<file path="src/rtl/pcileech_mux_pkg.sv">
// Frame layout shared by the pcileech packer and unpacker: one status word
// holding seven slot nibbles plus a marker, followed by seven 32-bit data words.
package pcileech_mux_pkg;

   localparam logic [3:0] MUX_MARKER      = 4'hE;
   localparam logic [3:0] MUX_IDLE_NIBBLE = 4'hF;
   localparam int         MUX_SLOTS       = 7;

   typedef logic [255:0] mux_frame_t;

   typedef enum logic {
      ST_EMPTY = 1'b0,
      ST_DRAIN = 1'b1
   } demux_state_t;

   function automatic logic [3:0] frame_marker(input mux_frame_t frame);
      return frame[231:228];
   endfunction

   // Slot nibbles are interleaved around the marker, odd slots in the upper half of each byte.
   function automatic logic [3:0] slot_nibble(input mux_frame_t frame, input logic [2:0] i);
      case (i)
         3'd0:    return frame[251:248];
         3'd1:    return frame[255:252];
         3'd2:    return frame[243:240];
         3'd3:    return frame[247:244];
         3'd4:    return frame[235:232];
         3'd5:    return frame[239:236];
         3'd6:    return frame[227:224];
         default: return MUX_IDLE_NIBBLE;
      endcase
   endfunction

   function automatic logic [31:0] slot_data(input mux_frame_t frame, input logic [2:0] i);
      case (i)
         3'd0:    return frame[223:192];
         3'd1:    return frame[191:160];
         3'd2:    return frame[159:128];
         3'd3:    return frame[127:96];
         3'd4:    return frame[95:64];
         3'd5:    return frame[63:32];
         3'd6:    return frame[31:0];
         default: return '0;
      endcase
   endfunction

endpackage

</file>
<file path="src/rtl/pcileech_demux_slotsel.sv">
// Priority finder for the next non-idle slot; combinational, no backpressure.
// Only built with PCILEECH_DEMUX_IDLESKIP_EN defined.
`ifdef PCILEECH_DEMUX_IDLESKIP_EN
module pcileech_demux_slotsel
   import pcileech_mux_pkg::*;
(
   input  logic [MUX_SLOTS-1:0] mask,
   input  logic [2:0]           cur,
   input  logic                 incl,
   output logic [2:0]           nxt,
   output logic                 last
);

   // Descending scan so the lowest qualifying slot wins; incl also accepts cur itself.
   always_comb begin
      nxt  = cur;
      last = 1'b1;
      for (int i = MUX_SLOTS - 1; i >= 0; i--) begin
         if (mask[i] && ((3'(i) > cur) || (incl && (3'(i) == cur)))) begin
            nxt  = 3'(i);
            last = 1'b0;
         end
      end
   end

endmodule
`endif

</file>
<file path="src/rtl/pcileech_demux.sv">
// Unpacks 256-bit frames into per-tag 32-bit lanes, one slot per cycle, one cycle after accept.
// Head-of-line blocks on the current lane's ready; PCILEECH_DEMUX_IDLESKIP_EN skips idle slots.
module pcileech_demux
   import pcileech_mux_pkg::*;
#(
   parameter int ERR_CNT_W = 16
) (
   input  logic                 clk,
   input  logic                 rst_n,
   input  logic [255:0]         din,
   input  logic                 din_valid,
   output logic                 din_ready,
   output logic [127:0]         dout,
   output logic [7:0]           dout_ctx,
   output logic [3:0]           dout_valid,
   input  logic [3:0]           dout_ready,
   output logic [ERR_CNT_W-1:0] err_count
);

   demux_state_t         state_q, state_d;
   mux_frame_t           frame_q, frame_d;
   logic [2:0]           slot_q, slot_d;
   logic [ERR_CNT_W-1:0] err_q, err_d;

   logic [3:0]  cur_nib;
   logic [1:0]  cur_tag;
   logic        cur_idle;
   logic [31:0] cur_data;
   logic        emit;
   logic        advance;
   logic        is_last;
   logic        last_consume;
   logic        accept;
   logic        din_good;
   logic        din_any;
   logic [2:0]  first_slot;
   logic [2:0]  next_slot;

   assign cur_nib  = slot_nibble(frame_q, slot_q);
   assign cur_tag  = cur_nib[1:0];
   assign cur_idle = (cur_nib == MUX_IDLE_NIBBLE);
   assign cur_data = slot_data(frame_q, slot_q);

   assign emit         = (state_q == ST_DRAIN) && !cur_idle;
   assign advance      = (state_q == ST_DRAIN) && (cur_idle || dout_ready[cur_tag]);
   assign last_consume = advance && is_last;
   assign din_ready    = rst_n && ((state_q == ST_EMPTY) || last_consume);
   assign accept       = din_valid && din_ready;
   assign din_good     = (frame_marker(din) == MUX_MARKER);

`ifdef PCILEECH_DEMUX_IDLESKIP_EN
   logic [MUX_SLOTS-1:0] mask_q;
   logic [MUX_SLOTS-1:0] mask_in;
   logic                 none_in;
   logic                 none_after;

   always_comb begin
      mask_q  = '0;
      mask_in = '0;
      for (int i = 0; i < MUX_SLOTS; i++) begin
         mask_q[i]  = (slot_nibble(frame_q, 3'(i)) != MUX_IDLE_NIBBLE);
         mask_in[i] = (slot_nibble(din, 3'(i)) != MUX_IDLE_NIBBLE);
      end
   end

   pcileech_demux_slotsel u_next (
      .mask (mask_q),
      .cur  (slot_q),
      .incl (1'b0),
      .nxt  (next_slot),
      .last (none_after)
   );

   pcileech_demux_slotsel u_first (
      .mask (mask_in),
      .cur  (3'd0),
      .incl (1'b1),
      .nxt  (first_slot),
      .last (none_in)
   );

   assign is_last = none_after;
   assign din_any = !none_in;
`else
   assign next_slot  = slot_q + 3'd1;
   assign is_last    = (slot_q == 3'(MUX_SLOTS - 1));
   assign first_slot = 3'd0;
   assign din_any    = 1'b1;
`endif

   always_comb begin
      state_d = state_q;
      frame_d = frame_q;
      slot_d  = slot_q;
      err_d   = err_q;
      if (accept) begin
         if (!din_good) begin
            state_d = ST_EMPTY;
            if (err_q != '1) err_d = err_q + ERR_CNT_W'(1);
         end else if (!din_any) begin
            // good frame with nothing to emit: consumed and dropped on the spot
            state_d = ST_EMPTY;
         end else begin
            state_d = ST_DRAIN;
            frame_d = din;
            slot_d  = first_slot;
         end
      end else if (advance) begin
         if (is_last) begin
            state_d = ST_EMPTY;
            slot_d  = 3'd0;
         end else begin
            slot_d = next_slot;
         end
      end
   end

   always_ff @(posedge clk or negedge rst_n) begin
      if (!rst_n) begin
         state_q <= ST_EMPTY;
         frame_q <= '0;
         slot_q  <= 3'd0;
         err_q   <= '0;
      end else begin
         state_q <= state_d;
         frame_q <= frame_d;
         slot_q  <= slot_d;
         err_q   <= err_d;
      end
   end

   always_comb begin
      dout       = '0;
      dout_ctx   = '0;
      dout_valid = '0;
      for (int t = 0; t < 4; t++) begin
         if (emit && (cur_tag == 2'(t))) begin
            dout[32*t +: 32]  = cur_data;
            dout_ctx[2*t +: 2] = cur_nib[3:2];
            dout_valid[t]     = 1'b1;
         end
      end
   end

   assign err_count = err_q;

endmodule

</file>
<file path="config.mk">
export PLATFORM = sky130hd
export DESIGN_NAME = pcileech_demux
export DESIGN_NICKNAME = d
export VERILOG_FILES = /design/src/rtl/pcileech_mux_pkg.sv /design/src/rtl/pcileech_demux_slotsel.sv /design/src/rtl/pcileech_demux.sv
export SDC_FILE = /design/constraint.sdc
export NUM_CORES = 1
export LEC_CHECK = 0
export BUFFER_PORTS_ARGS = -buffer_cell sky130_fd_sc_hd__buf_2
export CORE_MARGIN = 2
export CORE_UTILIZATION = 51
export CTS_CLUSTER_DIAMETER = 100
export DETAILED_ROUTE_END_ITERATION = 7
export GPL_ROUTABILITY_DRIVEN = 0
export PLACE_DENSITY = 0.92
export SLEW_MARGIN = 40
export SYNTH_ARGS = -nofsm -noshare
export SYNTH_HDL_FRONTEND = slang
export SYNTH_SLANG_ARGS = --single-unit
</file>
<file path="constraint.sdc">
create_clock -name clk -period 5 [get_ports clk]
set_input_delay 1 -clock clk [delete_from_list [all_inputs] [get_ports clk]]
set_output_delay 1 -clock clk [all_outputs]
set_load 0.05 [all_outputs]
</file>
# Word-level counts from Yosys, hierarchy flattened
# Cells that the tools add are included.
classes:
  n_addsub: 2
  magnitude_cmp: 1
  eq_ne: 13
  muxes: 24
  bitwise: 2
  reduce_logical: 20
op_table:
  columns: ["operator", "count"]
  rows:
  - ["$pmux 32 s7", 1]
  - ["$mux 32", 4]
  - ["$pmux 4 s7", 1]
  - ["$add 16x1->16 const B", 1]
  - ["$ne 16x16->1 const B", 1]
  - ["$mux 3", 4]
  - ["$eq 3x3->1 const B", 3]
  - ["$logic_and 1x1->1", 9]
  - ["$mux 1", 9]
  - ["$eq 4x4->1 const B", 2]
  - ["$mux 2", 4]
  - ["$eq 3x2->1 const B", 2]
  - ["$reduce_and 2->1", 3]
  - ["$eq 2x2->1 const B", 2]
  - ["$reduce_bool 2->1", 2]
  - ["$add 3x1->3 const B", 1]
  - ["$eq 3x1->1 const B", 1]
  - ["$logic_not 3->1", 1]
  - ["$lt 2x3->1 const B", 1]
  - ["$reduce_and 3->1", 1]
  - ["$bmux 1 s2", 1]
  - ["$eq 2x1->1 const B", 1]
  - ["$logic_not 2->1", 1]
  - ["$logic_or 1x1->1", 2]
  - ["3 further kinds", 4]
totals:
  ff_bits: 276
  in_bits: 263
  out_inout_bits: 157
  elab_cells: 66

# Depth between registers and ports, before layout
depth:
  ltp_word: 12
  ltp_mapped: 16
  ltp_nobuf: 10

# Least setup slack after synthesis
# OpenSTA, ideal clock, no wires.
synth_path:
  path_type: "register to output"
  from: "reg slot_q[1]"
  to: "out din_ready"
  t_arrival_ns: 3.843
  setup_slack_ns: 0.157
  stages_incl_launch_ff: 15
  path_buffers: 4
  path_cell_list: "dfrtp_1 -> buf_2 -> inv_1 -> clkbuf_1 -> buf_1 -> nor2_1 -> ha_1 -> clkbuf_1 -> nor2b_1 -> a211oi_1 -> o211a_2 -> o211ai_1 -> a22o_1 -> nand2_1 -> a21boi_0"
synth_via:
  elab_chain_len: 9
synth_rtl:
  columns: ["element", "line", "source"]
  rows:
  - ["from (decl)", "pcileech_demux.sv:22", "logic [2:0] slot_q, slot_d;"]
  - ["from (signal assigned)", "pcileech_demux.sv:127", "slot_q <= slot_d;"]
  - ["$eq 3x3->1 (tied with other cells)", "pcileech_mux_pkg.sv:22, pcileech_demux.sv:86", null]
  - ["$pmux 4 s7", "pcileech_mux_pkg.sv:22", "case (i)"]
  - ["$bmux 1 s2", "pcileech_demux.sv:45", "assign advance = (state_q == ST_DRAIN) && (cur_idle || dout_ready[cur_tag]);"]
  - ["$mux 1 (not written as such)", "pcileech_demux.sv:45", null]
  - ["$logic_or 1x1->1", "pcileech_demux.sv:45", null]
  - ["$logic_and 1x1->1", "pcileech_demux.sv:45", null]
  - ["$logic_and 1x1->1 *", "pcileech_demux.sv:46", "assign last_consume = advance && is_last;"]
  - ["$logic_or 1x1->1 *", "pcileech_demux.sv:47", "assign din_ready = rst_n && ((state_q == ST_EMPTY) || last_consume);"]
  - ["$logic_and 1x1->1 *", "pcileech_demux.sv:47", null]
  - ["to (decl)", "pcileech_demux.sv:12", "output logic din_ready,"]
# Mark *: on every way between the ends. The rest lies on a longest branch, timed or not. The select of a mux whose other input is x is not followed.

# Worst setup path in the final report
layout_path:
  from: "reg slot_q[1]"
  to: "out dout[13]"
layout_via:
  elab_chain_len: 7
layout_rtl:
  columns: ["element", "line", "source"]
  rows:
  - ["$eq 3x3->1 (tied with other cells)", "pcileech_mux_pkg.sv:22, pcileech_mux_pkg.sv:35", null]
  - ["$pmux 4 s7", "pcileech_mux_pkg.sv:22", null]
  - ["$eq 4x4->1", "pcileech_demux.sv:41", "assign cur_idle = (cur_nib == MUX_IDLE_NIBBLE);"]
  - ["$logic_not 1->1", "pcileech_demux.sv:44", "assign emit = (state_q == ST_DRAIN) && !cur_idle;"]
  - ["$logic_and 1x1->1", "pcileech_demux.sv:44", null]
  - ["$logic_and 1x1->1", "pcileech_demux.sv:137", "if (emit && (cur_tag == 2'(t))) begin"]
  - ["$mux 32 *", "pcileech_demux.sv:137", null]
  - ["to (decl)", "pcileech_demux.sv:13", "output logic [127:0] dout,"]
# Mark *: on every way between the ends. The rest lies on a longest branch, timed or not.

==> summary.md <==
| Metric | Value |
|---|---|
| XOR/XNOR Fraction of Synth Area | 0.01014 |
| Layout cells sized above 1 | 0.4027 |
| Post-Synth Simple-Gate Area | 0.07289 |
| Power Internal | 5.149 mW |
| Wire length per cell | 23.20 um |
| Compound-Gate Fraction of Synth Area | 0.09046 |
| Max Clk Rate | 208.6 MHz |
| Post-CTS Hold Fix Bufs | 0 |
| Setup TNS | 0 ps |
| Ys async rst share | 1.000 |
| Status | complete, no violations |
| Post-CTS setup buffer count | 0 |
| Global-route wire length before repair | 62450 um |
| H-Tree Depth | 1 |
| Slew of the pin with the lowest slew margin | 802.9 ps |
| Core outline area | 0.02504 sq mm |
| Largest area contributor in the netlist | dfrtp_1 |
| Sw Ratio | 0.4275 |
| PD cells | 553.7 mW/mm^2 |
| Initial antenna violation count | 4 |
| Vias in the first global route | 11123 |
| Input/output buffers | 419 |
| Post-DRT Antenna Nets | 0 |
| Clock Skew | 6.044 ps |
| Total track usage | 0.3106 |
| #FFs+latches synth | 272 |
| Area grow syn2layout | 25.34% |
| Top_reg_cell synth | dfrtp_1 |
| Mapped Area | 0.01296 sq mm |
| Post-synthesis adder-cell area fraction | 0.001931 |
| Critical path endpoint category | output pin |
| Max-Cap Viols | 0 |
| Reg clk slew, reported paths | 60 ps |
| # IOs | 420 |
| Grt ovf | 0 |
| Yosys cell types | 48 |
| Switching power | 3.845 mW |
| Critical path launch point type | flop |
| Post-DP HPWL | 29400 um |
| Mux share of post-synthesis cell area | 0.2596 |
| Die span in x | 163.4 um |
| Via Count | 10723 |
| Die Y | 163.4 um |
| TritonCTS Sinks | 272 |
| Final Core Density | 0.6488 |
| Number of warning messages in the yosys log | 0 |
| Detailed Routing Iterations Pass 1 | 7 |
| Final setup violation count | 0 |
| # resized after CTS | 0 |
| Final WL | 42250 um |
| Post-synthesis sequential area ratio | 0.5252 |
| Synth Instances | 1067 |
| Static Leakage | 8.446 nW |
| Largest net degree at the start of global routing | 119 |
| Mapped Nets | 1332 |
| Longest Clk Path Bufs | 3 |
| Period minus WS final | 4793 ps |
| Critical path fanouts, max | 33 |
| WL met3 | 3349 um |
| Post-Syn Area per Cell | 12.15 sq um |
| WL met2 | 21270 um |
| DR vias/cell | 5.889 |
| Main combinational cell family by area after synthesis | multiplexers |
| Tcrit/Tclk final | 0.9586 |
| # DRC | 0 |
| Combinational power share | 0.420 |
| CTS Buf Count | 28 |
| Synth area leaders | dfrtp_1 (53%), mux2_1 (16%), mux2_2 (7.2%) |
| WP data arrival | 3790 ps |
| Flop2flop setup slack | 1110 ps |
| M1 wire length | 15750 um |
| Max Transition Viols Final | 0 |
| Post-synth EDFFs | 0 |
| CP required | 4000 ps |
| Worst vdd ir | 0.0003482 V |
| Max Used Layer | met5 |
| Core Rows | 58 |
| Final #Nets | 1736 |
| Worst setup path class | reg2out |
| 1st-iter DRT viols | 1015 |
| Worst slew margin | 0.4600 |
| CTS root buf | clkbuf_16 |
| DIE AREA | 0.02670 sq mm |
| RSZ-0062 raised after global routing | no |
| Later-pin clock latency in the skew report | 540 ps |
| Reg power frac | 0.357 |
| FILL cells | 1865 |
| CTS tree | yes |
| Hold Crit Class | in2async |
| Synth top area share | 0.5252 |
| Clk pwr share | 0.223 |
| Final Hold Vio Count | 0 |
| Initial core utilization | 0.5176 |
-- cell type report --
cell class	instances	area, sq um	area share
inverters	11	41.29	0.002542
clock inverters	8	65.06	0.004005
clock buffers	41	810.8	0.04991
multi-input cells	711	5723	0.3523
repair buffers	447	2379	0.1464
flip-flops and latches	272	6810	0.4192
diodes	1	2.502	0.0001540
well taps	330	412.9	0.02542
-- synth_stat cells (2+ instances only) --
cell / n
a211oi_1: 10
a21boi_0: 7
a21oi_1: 32
a221o_1: 5
a221oi_1: 10
a222oi_1: 5
a22o_1: 7
a22oi_1: 35
a32oi_1: 4
and3_1: 4
and3b_1: 2
and4b_1: 2
buf_1: 8
buf_2: 10
buf_6: 10
buf_8: 10
clkbuf_1: 35
dfrtp_1: 272
ha_1: 2
inv_1: 10
mux2_1: 182
mux2_2: 83
mux2i_1: 29
mux4_2: 4
nand2_1: 37
nand3_1: 13
nand4_1: 4
nor2_1: 159
nor2b_1: 3
nor3_1: 2
o21a_1: 2
o21ai_0: 37
o221a_2: 4
xor2_1: 14
-- layout by cell type, fill, tap and decap left out, types with 4 or more instances in the layout --
cell type,n
buf_2,418
nand4_1,4
nand3_1,10
inv_1,10
buf_4,21
a22oi_1,34
a22o_1,7
a32oi_1,4
mux2_2,83
dfrtp_1,269
clkbuf_8,4
o221a_2,4
a211oi_1,8
a221o_1,5
a222oi_1,5
nand2_1,37
a21oi_1,32
clkbuf_1,8
and3_1,4
mux4_2,4
mux2_1,182
o21ai_0,37
nor2_1,158
xor2_1,14
clkbuf_16,29
buf_12,4
mux2i_1,29
a221oi_1,10
a21boi_0,7
clkinv_2,7
-- sequential cells by signal, indices dropped and copies added (netlist names) --
signal,count
state_q,1
frame_q,252
err_count,16
slot_q,3
-- through the flow --
stage | area (sq um) | cells | hold slack [ps] | power [mW] | setup slack (ps)
2_1_floorplan | 12960 | 1067 | 458.5 | 5.552 | 157.2
3_3_place_gp | 15330 | 1771 | 467.5 | 6.743 | 873.3
3_5_place_dp | 15340 | 1771 | 476.7 | 6.932 | 763.4
4_1_cts | 16220 | 1820 | 413.1 | 8.969 | 187.3
5_1_grt | 16240 | 1821 | 437.0 | 9.381 | 59.23
6_report | 16240 | 1821 | 405.2 | 8.994 | 207.0
-- cell families (layout without fill, tap and decap cells) --
| logic type | after synthesis | count (layout) |
|---|---|---|
| compound gates | 167 | 167 |
| xor+xnor | 15 | 15 |
| fa+ha+maj | 2 | 2 |
| buf+inv | 84 | 507 |
| flops | 272 | 272 |
| mux | 298 | 298 |
| other cells | 0 | 1 |
| simple gates | 229 | 229 |
-- final timing paths --
kind | to | start | cells past startpoint
setup / recovery | dout[13] | slot_q[1] | 9
hold / removal | frame_q[35] | rst_n | 1
setup reg to reg | frame_q[48] | slot_q[2] | 10
hold reg to reg | frame_q[72] | frame_q[72] | 1
max in group asynchronous | frame_q[120] | rst_n | 3
min in group clk | frame_q[72] | frame_q[72] | 1
-- power by group through the flow --
stage | logic [mW] | clock network [mW] | registers, mW
floorplan | 2.40 | 0 | 3.15
global placement | 3.57 | 0 | 3.18
detailed placement | 3.70 | 0 | 3.23
CTS | 3.72 | 2.05 | 3.20
global route | 3.96 | 2.14 | 3.27
finish | 3.78 | 2.01 | 3.21
-- worst max-delay path, stage by stage (launching register included) --
cell and delay [ps]:
dfrtp_2 390, buf_4 540, mux2_1 380, a22oi_1 220, o221ai_2 250, inv_1 180, nand3_2 380, buf_4 420
nor2_1 180, buf_2 280
-- metal layers --
metal  vias up  GRT usage
met3       144    0.05688
met2       611     0.5407
li1       4637          -
met1      5325     0.3751
met5         -          0
met4         6     0.1420
No activity file was read; power rests on OpenSTA's default activity.
